### src/rtl/mem_access_unit.sv
// Load/store front end: byte..word accesses onto a word-wide ROM/RAM port,
// splitting word-crossing accesses and returning one response per request.
module mem_access_unit #(
  parameter int SELECT_WIDTH = 8,
  parameter logic [SELECT_WIDTH-1:0] ROM_SELECT = SELECT_WIDTH'(8'h00),
  parameter logic [SELECT_WIDTH-1:0] RAM_SELECT = SELECT_WIDTH'(8'h01),
  parameter int MEM_ADDR_WIDTH = 8,
  parameter bit ALLOW_MISALIGNED = 1'b1
) (
  input  logic                      clk,
  input  logic                      reset,
  input  logic                      req_valid,
  output logic                      req_ready,
  input  logic                      req_write,
  input  logic                      req_signed,
  input  logic [1:0]                req_width,
  input  logic [31:0]               req_addr,
  input  logic [31:0]               req_wdata,
  output logic                      resp_valid,
  output logic                      resp_fault,
  output logic [31:0]               resp_rdata,
  output logic                      mem_en,
  output logic                      mem_we,
  output logic                      mem_sel,
  output logic [MEM_ADDR_WIDTH-1:0] mem_addr,
  output logic [31:0]               mem_wdata,
  output logic [3:0]                mem_wstrb,
  input  logic [31:0]               mem_rdata
);

  typedef enum logic [1:0] {
    IDLE,
    ACC0,
    ACC1,
    RDLAST
  } state_t;

  state_t state;
  state_t state_nx;

  logic [SELECT_WIDTH-1:0]   sel;
  logic [1:0]                off;
  logic [MEM_ADDR_WIDTH-1:0] w0;
  logic [2:0]                span;
  logic                      is_rom;
  logic                      is_ram;
  logic                      split;
  logic                      fault;
  logic                      accept;
  logic [3:0]                lanes;
  logic [7:0]                mask;
  logic [63:0]               shdata;
  logic                      unused_addr;

  logic                      q_write;
  logic                      q_signed;
  logic [1:0]                q_width;
  logic [1:0]                q_off;
  logic                      q_split;
  logic                      q_ram;
  logic [MEM_ADDR_WIDTH-1:0] q_w0;
  logic [7:0]                q_mask;
  logic [63:0]               q_data;
  logic [31:0]               word0_q;

  logic                      wr_done;
  logic [63:0]               words;
  logic [31:0]               shifted;
  logic                      sign;
  logic [31:0]               rdata_nx;

  assign sel    = req_addr[31 -: SELECT_WIDTH];
  assign off    = req_addr[1:0];
  assign w0     = req_addr[MEM_ADDR_WIDTH+1:2];
  assign span   = {1'b0, off} + {1'b0, req_width};
  assign split  = span > 3'd3;
  assign is_rom = sel == ROM_SELECT;
  assign is_ram = sel == RAM_SELECT;

  assign fault = !(is_rom || is_ram)
              || (req_write && is_rom)
              || (split && !ALLOW_MISALIGNED);

  assign req_ready = state == IDLE;
  assign accept    = req_valid && req_ready;

  assign lanes  = 4'((5'd2 << req_width) - 5'd1);
  assign mask   = {4'b0, lanes} << off;
  assign shdata = {32'b0, req_wdata} << {off, 3'b000};

  // Address bits between region select and word index are don't-care.
  assign unused_addr = ^req_addr;

  always_ff @(posedge clk or posedge reset) begin
    if (reset) begin
      state <= IDLE;
    end else begin
      state <= state_nx;
    end
  end

  always_comb begin
    state_nx  = state;
    mem_en    = 1'b0;
    mem_we    = 1'b0;
    mem_sel   = 1'b0;
    mem_addr  = '0;
    mem_wstrb = '0;
    mem_wdata = '0;
    unique case (state)
      IDLE: begin
        if (accept && !fault) state_nx = ACC0;
      end
      ACC0: begin
        mem_en    = 1'b1;
        mem_we    = q_write;
        mem_sel   = q_ram;
        mem_addr  = q_w0;
        mem_wstrb = q_write ? q_mask[3:0] : 4'b0;
        mem_wdata = q_write ? q_data[31:0] : 32'b0;
        if (q_split)      state_nx = ACC1;
        else if (q_write) state_nx = IDLE;
        else              state_nx = RDLAST;
      end
      ACC1: begin
        mem_en    = 1'b1;
        mem_we    = q_write;
        mem_sel   = q_ram;
        mem_addr  = q_w0 + 1'b1;
        mem_wstrb = q_write ? q_mask[7:4] : 4'b0;
        mem_wdata = q_write ? q_data[63:32] : 32'b0;
        state_nx  = q_write ? IDLE : RDLAST;
      end
      RDLAST: begin
        state_nx = IDLE;
      end
    endcase
  end

  always_ff @(posedge clk or posedge reset) begin
    if (reset) begin
      q_write  <= 1'b0;
      q_signed <= 1'b0;
      q_width  <= '0;
      q_off    <= '0;
      q_split  <= 1'b0;
      q_ram    <= 1'b0;
      q_w0     <= '0;
      q_mask   <= '0;
      q_data   <= '0;
    end else if (accept) begin
      q_write  <= req_write;
      q_signed <= req_signed;
      q_width  <= req_width;
      q_off    <= off;
      q_split  <= split;
      q_ram    <= is_ram;
      q_w0     <= w0;
      q_mask   <= mask;
      q_data   <= shdata;
    end
  end

  // First word of a split read arrives while the second is being issued.
  always_ff @(posedge clk or posedge reset) begin
    if (reset) begin
      word0_q <= '0;
    end else if (state == ACC1 && !q_write) begin
      word0_q <= mem_rdata;
    end
  end

  assign wr_done = q_write
                && ((state == ACC0 && !q_split) || state == ACC1);

  always_comb begin
    words    = q_split ? {mem_rdata, word0_q} : {32'b0, mem_rdata};
    shifted  = 32'(words >> {q_off, 3'b000});
    sign     = q_signed & shifted[{q_width, 3'b111}];
    rdata_nx = '0;
    for (int i = 0; i < 4; i++) begin
      rdata_nx[8*i +: 8] = (2'(i) <= q_width) ? shifted[8*i +: 8]
                                              : {8{sign}};
    end
  end

  always_ff @(posedge clk or posedge reset) begin
    if (reset) begin
      resp_valid <= 1'b0;
      resp_fault <= 1'b0;
      resp_rdata <= '0;
    end else begin
      resp_valid <= 1'b0;
      resp_fault <= 1'b0;
      if (accept && fault) begin
        resp_valid <= 1'b1;
        resp_fault <= 1'b1;
        resp_rdata <= '0;
      end
      if (wr_done) begin
        resp_valid <= 1'b1;
        resp_rdata <= '0;
      end
      if (state == RDLAST) begin
        resp_valid <= 1'b1;
        resp_rdata <= rdata_nx;
      end
    end
  end

endmodule

### config.mk
export PLATFORM = sky130hd
export DESIGN_NAME = mem_access_unit
export DESIGN_NICKNAME = d
export VERILOG_FILES = /design/src/rtl/mem_access_unit.sv
export SDC_FILE = /design/constraint.sdc
export NUM_CORES = 1
export LEC_CHECK = 0
export CAP_MARGIN = 20
export CORE_MARGIN = 3
export CORE_UTILIZATION = 45
export CTS_CLUSTER_SIZE = 12
export DETAILED_ROUTE_END_ITERATION = 8
export PLACE_DENSITY = 0.7
export REMOVE_ABC_BUFFERS = 1
export SETUP_SLACK_MARGIN = 0.1
export SLEW_MARGIN = 10
export SYNTH_ARGS = -nofsm -noshare
export SYNTH_HDL_FRONTEND = slang
export SYNTH_SLANG_ARGS = --single-unit
### constraint.sdc
create_clock -name clk -period 6.5 [get_ports clk]
set_input_delay 1.625 -clock clk [delete_from_list [all_inputs] [get_ports clk]]
set_output_delay 1.625 -clock clk [all_outputs]
set_load 0.01 [all_outputs]
Yosys cells after proc, flatten, opt, wreduce, memory -nomap -nowiden. Index checks and enable logic that the tools add are counted.

$add $sub $neg: 3. Div/mod/pow operators: 0. Mux-type cells: 27. Shift operators: 4. Equal/unequal tests: 5. Magnitude comparators: 6. Multiply operators: 0. Bitwise logic cells: 1. Reductions and logical operators: 18.

Operator list (number): $mux 32 (5); $mux 64 (1); $pmux 32 s2 (1); $shl 32x5->64 (1); $shr 64x5->32 (1); $mux 8 (4); $pmux 8 s2 (1); $add 8x1->8 const B (1); $eq 8x1->1 const B (1); $logic_not 8->1 (1); $mux 4 (2); $pmux 2 s4 (1); $pmux 4 s2 (1); $shl 4x2->8 (1); $logic_and 1x1->1 (7); $mux 1 (7); $lt 5x6->1 const B (1); $mux 2 (3); $eq 2x2->1 const B (2); $le 1x2->1 const A (2); $le 2x2->1 const A (2); $logic_not 1->1 (4); $shl 2x2->4 const A (1); $sub 4x1->4 const B (1); 10 further kinds (12).

ROM bits: 0. Bits in latches: 0. Output and inout bits: 82. Bits in writable memories: 0. Bits of input ports: 103. Memories kept: 0. Register bits after elaboration: 156.

Logic depth before layout (Yosys ltp). Gate-level depths: netlist of the first run.

Depth after elaboration: 8. Depth in mapped cells: 9. Mapped depth without buffers: 7.

Worst setup path after synthesis of the first run. OpenSTA, ideal clock, no wires.

Kind: reg-to-output. Start point: register state[0]. End point: output port mem_addr[2]. Slack: 3.258 ns. Stages on the path, launching flop included: 7. Data required time: 4.875 ns. Data arrival time: 1.617 ns. Cells stage by stage: dfrtp_1 -> inv_1 -> ha_1 -> clkbuf_1 -> clkbuf_1 -> nand3b_1 -> a21oi_1.

Longest elaborated chain between the ends: 2.

RTL lines: start, declared (RTL line 38) `state_t state;`; start signal, assigned (RTL line 98) `state <= state_nx;`; $eq 2x2->1 / $eq 2x1->1 (equally long branches) (RTL line 110) `unique case (state)`; $pmux 8 s2 (*) (RTL line 110); end, declared (RTL line 25) `output logic [MEM_ADDR_WIDTH-1:0] mem_addr,`.

Every way passes the cells marked *; elsewhere a longest branch is shown, timed or not.

Final worst setup path of the first run.
Start point: register state[1]. End point: output port mem_wstrb[3].

Longest elaborated chain between the ends: 2.

RTL lines: $eq 2x2->1 / $eq 2x1->1 (equally long branches) (RTL line 110); $pmux 4 s2 (*) (RTL line 110); end, declared (RTL line 27) `output logic [3:0] mem_wstrb,`.

Marked as above.

==> flow_summary.toml, run 1 <==
[status]
outcome = "finished, final reports clean"

[power_and_ir_drop]
p_leak_nw = 4.59
power_mw = 4.82
ir_drop_uv = 264
clockPowerShare_pct = 21.0
p_sw_share_pct = 38.7
seqPwrFrac_pct = 34.0
comb_power_share_pct = 45.1
switching_power_mw = 1.86
powerDensity_nw_per_um2 = 453
p_int_mw = 2.95

[clocking]
cts_tree = "done"
post-cts-setup-buffers = 0
clk_latency_ns = 0.42
path_clk_slew_ns = 0.06
cts.sinks = 147
clk_path_buf_depth = 2
numCtsBuffers = 17
htreeDepth = 4
clock-root-buffer = "clkbuf_16"
cts_hold_buf = 0
post_cts_resized = 0

[synthesis]
synthAdderAreaFrac_pct = 1.06
synth-compound-area-share_pct = 18.3
synthTopCellsByArea = "dfrtp_1, mux2i_1, mux2_2, nand2_1, a22oi_1"
synth_ff_type = "dfrtp_1"
synth-edff-count = 0
ys_seq_elements = 147
seq_area_frac_synth_pct = 44.7
synth_top_family_by_area = "compound AO/OA/AOI/OAI gates"
synthMuxAreaShare_pct = 17.8
synthCells = 842
yosysWarnings = 0
synthXorXnorAreaFrac_pct = 0.106
postSynth.asyncResetShare_pct = 100
syn_area_per_cell_um2 = 9.77
yosys.area.top_type = "dfrtp_1"
syn_area_um2 = 8230
synthSimpleGateAreaFrac_pct = 13.8
synth.top_cell.area_share_pct = 44.7
synth_cell_types = 58

[global_routing]
grtUsageTotal_pct = 23.7
grt_max_degree = 103
antenna_found_initial = 0
overflow = 0
grt_pass1_vias = 6934
grt_pass1_wl_mm = 37.7

[placement]
place_ws_ns = 2.19
io_buffers = 170
gp_congestion = 0.809
dp_hpwl_mm = 15.2
dp_cells = 1180

[final_layout]
nets = 1085
n_antenna_cell = 0
drive_gt1_share_pct = 12.4
stdcell_count = 1213
layout-area-overhead-vs-synth_pct = 29.3
nFillCells = 1536

[die]
die_h_um = 141
io_pins = 185
core_area_um2 = 17600
die_area_um2 = 19900
initial_core_util_pct = 46.8
die_x_um = 141
rows = 48

[setup_path]
reg2reg_slack_ns = 2.47
end_kind = "output pin"
path_cells = "inv_1, ha_1, nand2_1, buf_4, inv_1, and3_1, clkdlybuf4s50_1"
crit_required_ns = 4.88
crit_path_top_delay_cell = "clkdlybuf4s50_1"
arrival_ns = 2.78
cpPeakStageDelay_ns = 0.55
worst_path_most_repeated_cell = "inv_1"
worst-path-max-fanout = 28
critPathKind = "flip-flop to output pin"
critPathLaunchType = "flip-flop"
r2r_cells = 5

[timing]
max_freq_ghz = 0.227
fin_skew_ns = 0.00813
fin_tns_setup_ns = 0
max_slew_margin_pct = 31.0
tightest_slew_ns = 1.03
rsz0062_at_grt = "no"
setup_slack_ns = 2.09
fin_crit_sh_pct = 67.8
hold_violations = 0
finalSetupViolCount = 0
period_minus_slack_ns = 4.41
maxSlewViolCount = 0

[route]
routed_wl_mm = 23.4
drc_errors = 0
post_drt_wl_per_cell_um = 19.3
vias_per_cell = 5.79
drt-initial-drc-count = 592
antenna_left = 0
drt-pass1-iter-count = 5
via_count = 7023

[job]
cap_violations = 0

[worst_hold_path]
whs_path_depth = 2
hold_class = "flip-flop to flip-flop"
-- cell families after synthesis --
family,Yosys count
xor+xnor,1
compound gates,216
fa+ha+maj,7
mux,128
flops,147
simple gates,262
buf+inv,81
-- sequential cells by signal, indices dropped and copies added (netlist names) --
register / cells
q_data: 56
q_width: 2
resp_rdata: 32
q_off: 2
q_ram: 1
q_split: 1
q_signed: 1
q_write: 1
q_mask: 7
q_w0: 8
resp_fault: 1
resp_valid: 1
state: 2
word0_q: 32
-- path summary, 6_finish.rpt --
check | startpoint | endpoint
max in group asynchronous | reset | resp_rdata[22]
worst max register to register | q_off[1] | resp_rdata[23]
worst max-delay path | state[1] | mem_wstrb[3]
min in group asynchronous | reset | q_data[39]
worst min register to register | q_data[25] | q_data[25]
worst min-delay path | q_data[25] | q_data[25]
-- through the flow --
step / util (%) / hold slack [ns] / instance area [um2]
floorplan: - / 0.437 / 7930
global placement: 56.9 / 0.451 / 10000
detailed placement: 56.9 / 0.456 / 10000
CTS: 60.3 / 0.476 / 10600
global route: 60.4 / 0.508 / 10600
finish: 60.4 / 0.470 / 10600
-- power groups by stage --
stage               sequential, mW  combinational (mW)  clock (mW)
floorplan                     1.65                1.28           0
detailed placement            1.68                2.12           0
CTS                           1.67                2.13        1.02
global route                  1.69                2.39        1.07
global placement              1.67                2.09           0
finish                        1.64                2.17        1.01
-- cell usage in the layout, fill, tap and decap left out, types with 6 or more instances in the layout --
cell / n
clkdlybuf4s50_1: 169
nand2_1: 146
dfrtp_1: 145
mux2i_1: 64
nor2_1: 53
o21ai_0: 53
mux2_2: 52
a22oi_1: 40
a21oi_1: 27
a22o_1: 24
clkbuf_16: 17
nand3_1: 13
nor2b_1: 12
and3_1: 12
buf_4: 11
inv_1: 10
mux4_2: 9
o22ai_1: 9
a21o_1: 7
o211ai_1: 7
a221o_1: 7
ha_1: 7
nor3_1: 6
o21ai_1: 6
-- cells in the mapped netlist (13+ instances only) --
library cell and n:
buf_2 13, clkbuf_1 38, a22oi_1 40, dfrtp_1 147, nor2_1 53, mux2i_1 64
o21ai_0 53, buf_1 13, mux2_2 52, a22o_1 24, a21oi_1 27, nand3_1 13
nand2_1 147
-- cell type report --
cell class	count	area, um2	area share (%)
multi-input combinational	614	4220	39.7
sequential	147	3680	34.6
tap	225	282	2.65
timing repair buffer	182	1800	16.9
inverter	13	53.8	0.506
clock buffer	19	443	4.16
clock inverter	13	159	1.49
-- critical path, delay by kind of cell, from the launching register on --
kind / cells / cell delay [ns]
flip-flops: 1 / 0.40
adder cells (fa/ha/maj): 1 / 0.39
buffers and inverters: 4 / 1.22
AND/OR/NAND/NOR: 2 / 0.35
-- layer usage --
metal | vias up | track usage, % | routed length, um
li1 | 3303 | - | -
met1 | 3446 | 33.4 | 10400
met2 | 239 | 37.0 | 11100
met3 | 35 | 4.07 | 1400
met4 | 0 | 8.26 | 478
met5 | - | 0 | 0
Note: power is estimated with default switching activity, not from simulation.
==> inputs of run 2 (changes only) <==
clock period = 4.4 ns   (was 6.5 ns; I/O delays follow)
==> run 2 against run 1 <==
Net effect:
- global-route usage fell by 0.26 points
- via count up 0.36%
- worst setup slack got worse by 1.8 ns
- clock power grew 34%
- critical path depth shrank 1
- design area down 0.26%
- cell count about the same
- routed wire length down 0.10%
- critical path type unchanged
- largest cell class unchanged
- highest routed layer unchanged
==> flow_summary.toml, run 2 (synthesis gave the netlist of run 1 again) <==
[status]
outcome = "finished, final reports clean"

[route]
antenna_left = 0
via_count = 7048
drt-initial-drc-count = 550
post_drt_wl_per_cell_um = 19.2
vias_per_cell = 5.81
drc_errors = 0
routed_wl_mm = 23.3
drt-pass1-iter-count = 5

[clocking]
path_clk_slew_ns = 0.06
clk_path_buf_depth = 2
post-cts-setup-buffers = 0
clk_latency_ns = 0.42
cts.sinks = 147
clock-root-buffer = "clkbuf_16"
post_cts_resized = 0
numCtsBuffers = 17
htreeDepth = 4
cts_tree = "done"
cts_hold_buf = 0

[timing]
max_freq_ghz = 0.246
max_slew_margin_pct = 27.0
holdWs_ns = 0.473
fin_skew_ns = 0.00657
fin_crit_sh_pct = 92.4
tightest_slew_ns = 1.10
finalSetupViolCount = 0
maxSlewViolCount = 0
hold_violations = 0
rsz0062_at_grt = "no"
period_minus_slack_ns = 4.07

[die]
rows = 48
die_h_um = 141
initial_core_util_pct = 46.8
die_x_um = 141
io_pins = 185
core_area_um2 = 17600
die_area_um2 = 19900

[placement]
io_buffers = 170
placed_cell_area_um2 = 10100
gp_congestion = 0.839
dp_hpwl_mm = 15.5
dp_cells = 1183

[worst_hold_path]
whs_path_depth = 2
worstHoldStart = "q_ram"
min_to = "q_ram"
hold_class = "flip-flop to flip-flop"

[setup_path]
timing.rr.end = "resp_rdata[12]"
r2r_cells = 5
crit_required_ns = 3.30
arrival_ns = 2.97
timing.rr.start = "q_split"
worst-path-max-fanout = 15
critPathLaunchType = "flip-flop"
critPathKind = "flip-flop to output pin"
reg2reg_slack_ns = 1.49
end_kind = "output pin"

[final_layout]
stdcell_count = 1214
top_register = "q_data"
reg_top3 = "q_data (56), resp_rdata (32), word0_q (32)"
nets = 1087
drive_gt1_share_pct = 12.3
largest_register_ff_count = 56
final_cell_mix = "clkdlybuf4s50_1, nand2_1, dfrtp_1"
layout-area-overhead-vs-synth_pct = 28.9
postLayoutCellArea_um2 = 10600
n_antenna_cell = 0
final_common_cell = "clkdlybuf4s50_1"

[global_routing]
antenna_found_initial = 0
grt_pass1_vias = 6823
grt_max_degree = 89
overflow = 0
grtUsageTotal_pct = 23.4
grt_pass1_wl_mm = 37.2

[power_and_ir_drop]
p_leak_nw = 4.58
power_mw = 6.98
powerDensity_nw_per_um2 = 658
ir_drop_uv = 355

[job]
cap_violations = 0
run 2: stage by stage:
step | setup WS, ns | TNS [ns] | util [%]
2_1_floorplan | -0.651 | -95.75 | -
3_3_place_gp | 0.871 | 0 | 57.1
5_1_grt | 0.197 | 0 | 60.3
6_report | 0.334 | 0 | 60.3
4_1_cts | 0.353 | 0 | 60.3
3_5_place_dp | 0.828 | 0 | 57.1
run 2: layout make-up:
type,count,area (um2)
clock buffers,24,502
clock inverters,7,50.0
fillers,1530,6990
inverters,13,53.8
multi-input cells,614,4210
flip-flops and latches,147,3680
well taps,225,282
repair buffers,184,1830
run 2: worst max-delay path by stage:
stage / start / end / slack, ns / cells after the start
after floorplan: reset / q_data[0] / -0.65 / 1
after global placement: state[0] / mem_wdata[25] / 0.87 / 6
after detailed placement: state[0] / mem_wdata[25] / 0.83 / 6
after CTS: state[0] / mem_wdata[25] / 0.35 / 6
after global routing: state[0] / mem_wdata[26] / 0.20 / 6
final: state[0] / mem_wdata[24] / 0.33 / 6
run 2: report_power, final:
group / switching, mW / internal [mW]
clock: 0.555 / 0.792
sequential: 0.584 / 1.96
combinational: 1.58 / 1.51
total: 2.71 / 4.26
run 2: critical path, cell delays in order (launching register included):
cell             delay [ns]
dfrtp_1                0.41
inv_1                  0.10
ha_1                   0.40
nand2_1                0.41
inv_1                  0.45
and3_1                 0.23
clkdlybuf4s50_1        0.54
run 2: metal layers:
layer / GRT usage, % / part of all wire (%)
met5: 0 / 0
met4: 6.78 / 1.9
met3: 4.75 / 6.2
met2: 37.2 / 47
met1: 32.6 / 45
